--- src/rtl/instr_sequencer.sv ---
// Multi-cycle control sequencer for the 16-bit CPU: walks each instruction through
// fetch, decode, execute and optional write-back, driving all datapath enables/selects.
module instr_sequencer (
  input  logic       clk,
  input  logic       reset,
  input  logic       run,
  input  logic       step,
  input  logic [7:0] opcode,
  input  logic [3:0] cond,
  input  logic [4:0] flags,
  output logic       pc_en,
  output logic [1:0] pc_sel,
  output logic       ir_en,
  output logic       addr_sel,
  output logic       mem_we,
  output logic       rf_we,
  output logic [1:0] wb_sel,
  output logic       flags_en,
  output logic       instr_done,
  output logic       halted,
  output logic [2:0] state
);

  typedef enum logic [2:0] {
    S_IDLE   = 3'd0,
    S_FETCH  = 3'd1,
    S_DECODE = 3'd2,
    S_EXEC   = 3'd3,
    S_WB     = 3'd4,
    S_HALT   = 3'd5
  } state_t;

  typedef enum logic [2:0] {
    C_ALU, C_LOAD, C_STOR, C_JAL, C_JCOND, C_BCOND, C_HALT
  } class_t;

  localparam logic [1:0] PC_INC  = 2'b00;
  localparam logic [1:0] PC_DISP = 2'b01;
  localparam logic [1:0] PC_REG  = 2'b10;
  localparam logic [1:0] WB_ALU  = 2'b00;
  localparam logic [1:0] WB_MEM  = 2'b01;
  localparam logic [1:0] WB_LINK = 2'b10;

  state_t cur_state, nxt_state;
  class_t op_class;
  logic   taken;
  logic   f_c, f_l, f_f, f_z, f_n;

  assign {f_c, f_l, f_f, f_z, f_n} = flags;
  assign state = cur_state;

  // Exact encodings win over the Bcond nibble match; 8'hFF has a high nibble of F.
  always_comb begin
    op_class = C_ALU;
    if (opcode == 8'h40)           op_class = C_LOAD;
    else if (opcode == 8'h44)      op_class = C_STOR;
    else if (opcode == 8'h48)      op_class = C_JAL;
    else if (opcode == 8'h4C)      op_class = C_JCOND;
    else if (opcode == 8'hFF)      op_class = C_HALT;
    else if (opcode[7:4] == 4'hC)  op_class = C_BCOND;
  end

  always_comb begin
    taken = 1'b0;
    case (cond)
      4'h0: taken = f_z;
      4'h1: taken = !f_z;
      4'h2: taken = f_c;
      4'h3: taken = !f_c;
      4'h4: taken = f_l;
      4'h5: taken = !f_l;
      4'h6: taken = f_n;
      4'h7: taken = !f_n;
      4'h8: taken = f_f;
      4'h9: taken = !f_f;
      4'hA: taken = !f_l && !f_z;
      4'hB: taken = f_l || f_z;
      4'hC: taken = !f_n && !f_z;
      4'hD: taken = f_n || f_z;
      4'hE: taken = 1'b1;
      default: taken = 1'b0;
    endcase
  end

  always_ff @(posedge clk or posedge reset) begin
    if (reset) cur_state <= S_IDLE;
    else       cur_state <= nxt_state;
  end

  always_comb begin
    nxt_state = cur_state;
    case (cur_state)
      S_IDLE:   if (run || step) nxt_state = S_FETCH;
      S_FETCH:  nxt_state = S_DECODE;
      S_DECODE: nxt_state = S_EXEC;
      S_EXEC: begin
        if (op_class == C_HALT)      nxt_state = S_HALT;
        else if (op_class == C_LOAD) nxt_state = S_WB;
        else                         nxt_state = run ? S_FETCH : S_IDLE;
      end
      S_WB:     nxt_state = run ? S_FETCH : S_IDLE;
      S_HALT:   nxt_state = S_HALT;
      default:  nxt_state = S_IDLE;
    endcase
  end

  always_comb begin
    pc_en      = 1'b0;
    pc_sel     = PC_INC;
    ir_en      = 1'b0;
    addr_sel   = 1'b0;
    mem_we     = 1'b0;
    rf_we      = 1'b0;
    wb_sel     = WB_ALU;
    flags_en   = 1'b0;
    instr_done = 1'b0;
    halted     = 1'b0;
    case (cur_state)
      S_DECODE: ir_en = 1'b1;
      S_EXEC: begin
        case (op_class)
          C_ALU: begin
            rf_we = 1'b1; flags_en = 1'b1; pc_en = 1'b1; instr_done = 1'b1;
          end
          C_LOAD: addr_sel = 1'b1;
          C_STOR: begin
            addr_sel = 1'b1; mem_we = 1'b1; pc_en = 1'b1; instr_done = 1'b1;
          end
          C_BCOND: begin
            pc_en = 1'b1; pc_sel = taken ? PC_DISP : PC_INC; instr_done = 1'b1;
          end
          C_JCOND: begin
            pc_en = 1'b1; pc_sel = taken ? PC_REG : PC_INC; instr_done = 1'b1;
          end
          // Link value is PC+1 as seen before this edge's PC load.
          C_JAL: begin
            rf_we = 1'b1; wb_sel = WB_LINK; pc_en = 1'b1; pc_sel = PC_REG;
            instr_done = 1'b1;
          end
          default: ;
        endcase
      end
      S_WB: begin
        addr_sel = 1'b1; rf_we = 1'b1; wb_sel = WB_MEM; pc_en = 1'b1;
        instr_done = 1'b1;
      end
      S_HALT: halted = 1'b1;
      default: ;
    endcase
  end

endmodule

--- config.mk ---
export PLATFORM = sky130hd
export DESIGN_NAME = instr_sequencer
export DESIGN_NICKNAME = d
export VERILOG_FILES = /design/src/rtl/instr_sequencer.sv
export SDC_FILE = /design/constraint.sdc
export NUM_CORES = 1
export LEC_CHECK = 0
export CAP_MARGIN = 30
export CELL_PAD_IN_SITES_DETAIL_PLACEMENT = 0
export CELL_PAD_IN_SITES_GLOBAL_PLACEMENT = 2
export CORE_AREA = 2 2 58 60
export DETAILED_ROUTE_END_ITERATION = 16
export DIE_AREA = 0 0 60 62
export PLACE_DENSITY_LB_ADDON = 0.1
export SYNTH_ARGS = -nofsm -noshare
export SYNTH_HDL_FRONTEND = slang
export SYNTH_SLANG_ARGS = --single-unit
--- constraint.sdc ---
create_clock -name clk -period 2.6 [get_ports clk]
set_input_delay 0.39 -clock clk [delete_from_list [all_inputs] [get_ports clk]]
set_output_delay 0.39 -clock clk [all_outputs]
set_load 0.01 [all_outputs]
==> results of run 1 <==
==> power by group <==
part / internal [mW] / total, mW / leakage (nW) / switching (mW)
logic: 0.197 / 0.343 / 0.396 / 0.146
clock network: 0.0577 / 0.0847 / 0.0150 / 0.0270
registers: 0.0639 / 0.106 / 0.0372 / 0.0420
total: 0.318 / 0.534 / 0.448 / 0.216
==> metal layers <==
layer | vias up | global-route usage (%) | share of wire, %
met5 | - | 0 | 0
met4 | 0 | 3.810 | 1.4
met3 | 3 | 1.449 | 4.9
met2 | 22 | 17.86 | 49
met1 | 318 | 13.38 | 45
li1 | 366 | - | -
==> how the worst max path moves through the flow <==
stage | from | to | cells after the start
3_5_place_dp | cond[1] | pc_sel[1] | 7
2_1_floorplan | state[0] | pc_en | 6
3_3_place_gp | opcode[5] | mem_we | 7
6_report | opcode[1] | wb_sel[1] | 7
4_1_cts | opcode[1] | rf_we | 6
5_1_grt | opcode[1] | instr_done | 8
==> kinds of logic (layout without fill, tap and decap cells) <==
group                     after synthesis  in the layout  synth area share (%)
and+or+nand+nor                        35             35                 42.18
xor gates and xnor gates                2              2                 3.475
muxes                                   1              1                 1.985
DFF                                     3              3                 14.89
buffers and inverters                   9             59                 9.428
AOI/OAI and AO/OA                      21             21                 28.04
==> layout by cell type, fill, tap and decap left out, drive strengths merged, types with 4 or more instances in the layout <==
master and instances:
clkbuf 8, clkdlybuf4s50 25, inv 5, nor2 13, nor3 4, buf 15, a21oi 5
==> layout make-up <==
cell class              instances  area (um2)  share of cell area [%]
clock buffers                   4       26.28                   2.561
inverters                       5       18.77                   1.829
multi-input cells              59       406.6                   39.63
flip-flops and latches          3       75.07                   7.317
well taps                      46       57.56                   5.610
repair buffers                 50       441.7                   43.05
==> timing repair <==
action | CTS | global route
pin swaps | 3 | 2
resized for setup | 11 | 14
setup endpoints to repair | 8 | 5
hold endpoints to repair | 0 | 0
setup buffers | 2 | 0
hold buffers | 0 | 0
==> worst reg2reg max path: stages, from the launching register on <==
cell,delay [ns]
dfrtp_1,0.53
inv_2,0.09
nor3b_2,0.35
o311ai_1,0.16
a221oi_1,0.28
==> metrics by stage <==
step / cells / TNS, ns / area, um2
after floorplan: 71 / 0 / 504.2
after global placement: 161 / -0.8192 / 980.9
after detailed placement: 161 / -0.8025 / 980.9
after CTS: 167 / -0.01300 / 1018
after global routing: 167 / -0.01710 / 1026
final: 167 / 0 / 1026
==> impl_results.md, run 1 <==
- Status: complete, no violations
- Total Power: 0.5337 mW
- Total core area: approximately 3200 um2
- FF-to-FF Start: state[0]
- Total number of vias: between 700 and 800
- Row count: 21
- Final Cycle Share: between 90% and 100%
- Final min period: 2.530 ns
- Yosys cell types: 38
- Largest area contributor in the netlist: dfrtp_1
- PnR worst setup slack: approximately 0.07 ns
- Number of remaining DRC errors: 0
- Die Footprint: 3720 um2
- Vias in the first global route: roughly 700
- Global-route wire length before repair: slightly below 3 mm
- CP delay by family, top: simple AND/OR/NAND/NOR gates
- Vias/cell: 4.246
- Worst Path Required: 2.21 ns
- WS Path Type: input pin to output pin
- Layout Nets: around 140
- Post-DP HPWL: about 1.5 mm
- Top cell type's share of synthesized area: 14.89%
- Initial antenna violation count: 0
- Grt total ovfl: 0
- R2R cell count: 4
- Layout Skew: roughly 0.00074 ns
- Buf/Inv on CP: 3
- Layout area overhead: 103.5%
- Min Hold Slack: ~0.32 ns
- Worst min path class: input pin to asynchronous set/reset pin
- Crit-path max FO: 3
- Avg Inst Size Synth: ~7 um2
- Core Util, Final: around 32%
- TritonCTS clock tree: done
- Max reg flops: 3
- Final-report hold violation count: 0
- Cells after Synth: between 70 and 80
- VDD IR max: between 0.0001 and 0.00015 V
- Root Buffer: clkbuf_4
- Die Wd: about 60 um
- Fill cells: 351
- Leakage: between 0.4 and 0.5 nW
- Setup crit end kind: output pin
- Async set-or-reset flop fraction in the synthesized netlist: 100.0%
- Synth Cell Area: about 500 um2
- Sequential area share after synthesis: between 10% and 20%
- Number of buffers added on ports: 35
- CP Cell Sequence: clkdlybuf4s50_1, nor4_2, nand3b_1, buf_4, or3_4, nor2_1, clkdlybuf4s15_1
- Share of cells above drive strength 1: approximately 28%
- Syn. warnings: 0
- R2R Setup Slk: between 1 and 1.5 ns
- Antenna Nets Post-Route: 0
- CTS clk-pin slew, worst paths: about 0.040 ns
- I/O Pins: 36
- Ys flop type: dfrtp_1
- Wire per inst: about 11 um
- Drt pass-1 iters: 4
- Die H: 62 um
- Post-Place Setup Slack: -0.1800 ns
- Max-slew violations: 0
- Most instantiated cells after synthesis: 13 x nor2_1, 5 x a21oi_1, 4 x inv_1, 4 x nor3_1
- DR iter-0 viols: 22
- Clock buffer depth: 2
- Initial Utilization: between 15 and 20%
- Total CTS buffers: 3
- Pwr Density: ~520 nW/um2
- EDFF count, synth: 0
- Most common cell in the synthesized netlist: nor2_1
- Slowest library cell on the worst path: clkdlybuf4s50_1
- Worst-margin pin slew: approximately 0.34 ns
- Slew headroom: just under 80%
- # H-tree levels: 1
- GPL Wtd Cong: 0.7263
- Critical Path Max Stage Delay: 0.43 ns
- Largest cells by area after synthesis: dfrtp_1 15%, nor2_1 9.7%, a21oi_1 5.0%, nor3b_2 5.0%, nor3_1 4.0%
- Routed WL: about 1.8 mm
- Critical Path AT: 2.14 ns
- Worst r2r dst: state[0]
- All-Layer GR Usage: 10.44%
- Fmax: roughly 0.40 GHz
- Syn Nets: 92
- # setup viols final: 0
- Ant diodes: 0
- Clock Latency Late Sink: between 0.2 and 0.25 ns
- Largest net degree at the start of global routing: 10
- Clock net sink count: 3
- #FFs+latches synth: 3
- Kind of start point of the critical path: input pin
- Max Cap Violations: 0
(Power assumes the default switching activity.)
==> run 2: changes to the inputs <==
--- a/config.mk
+++ b/config.mk
@@ -12,6 +12,7 @@
 export DETAILED_ROUTE_END_ITERATION = 16
 export DIE_AREA = 0 0 60 62
 export PLACE_DENSITY_LB_ADDON = 0.1
+export SLEW_MARGIN = 0
 export SYNTH_ARGS = -nofsm -noshare
 export SYNTH_HDL_FRONTEND = slang
 export SYNTH_SLANG_ARGS = --single-unit
==> results of run 2 <==
No change in the layout: final DEF, timing and power equal those of run 1.
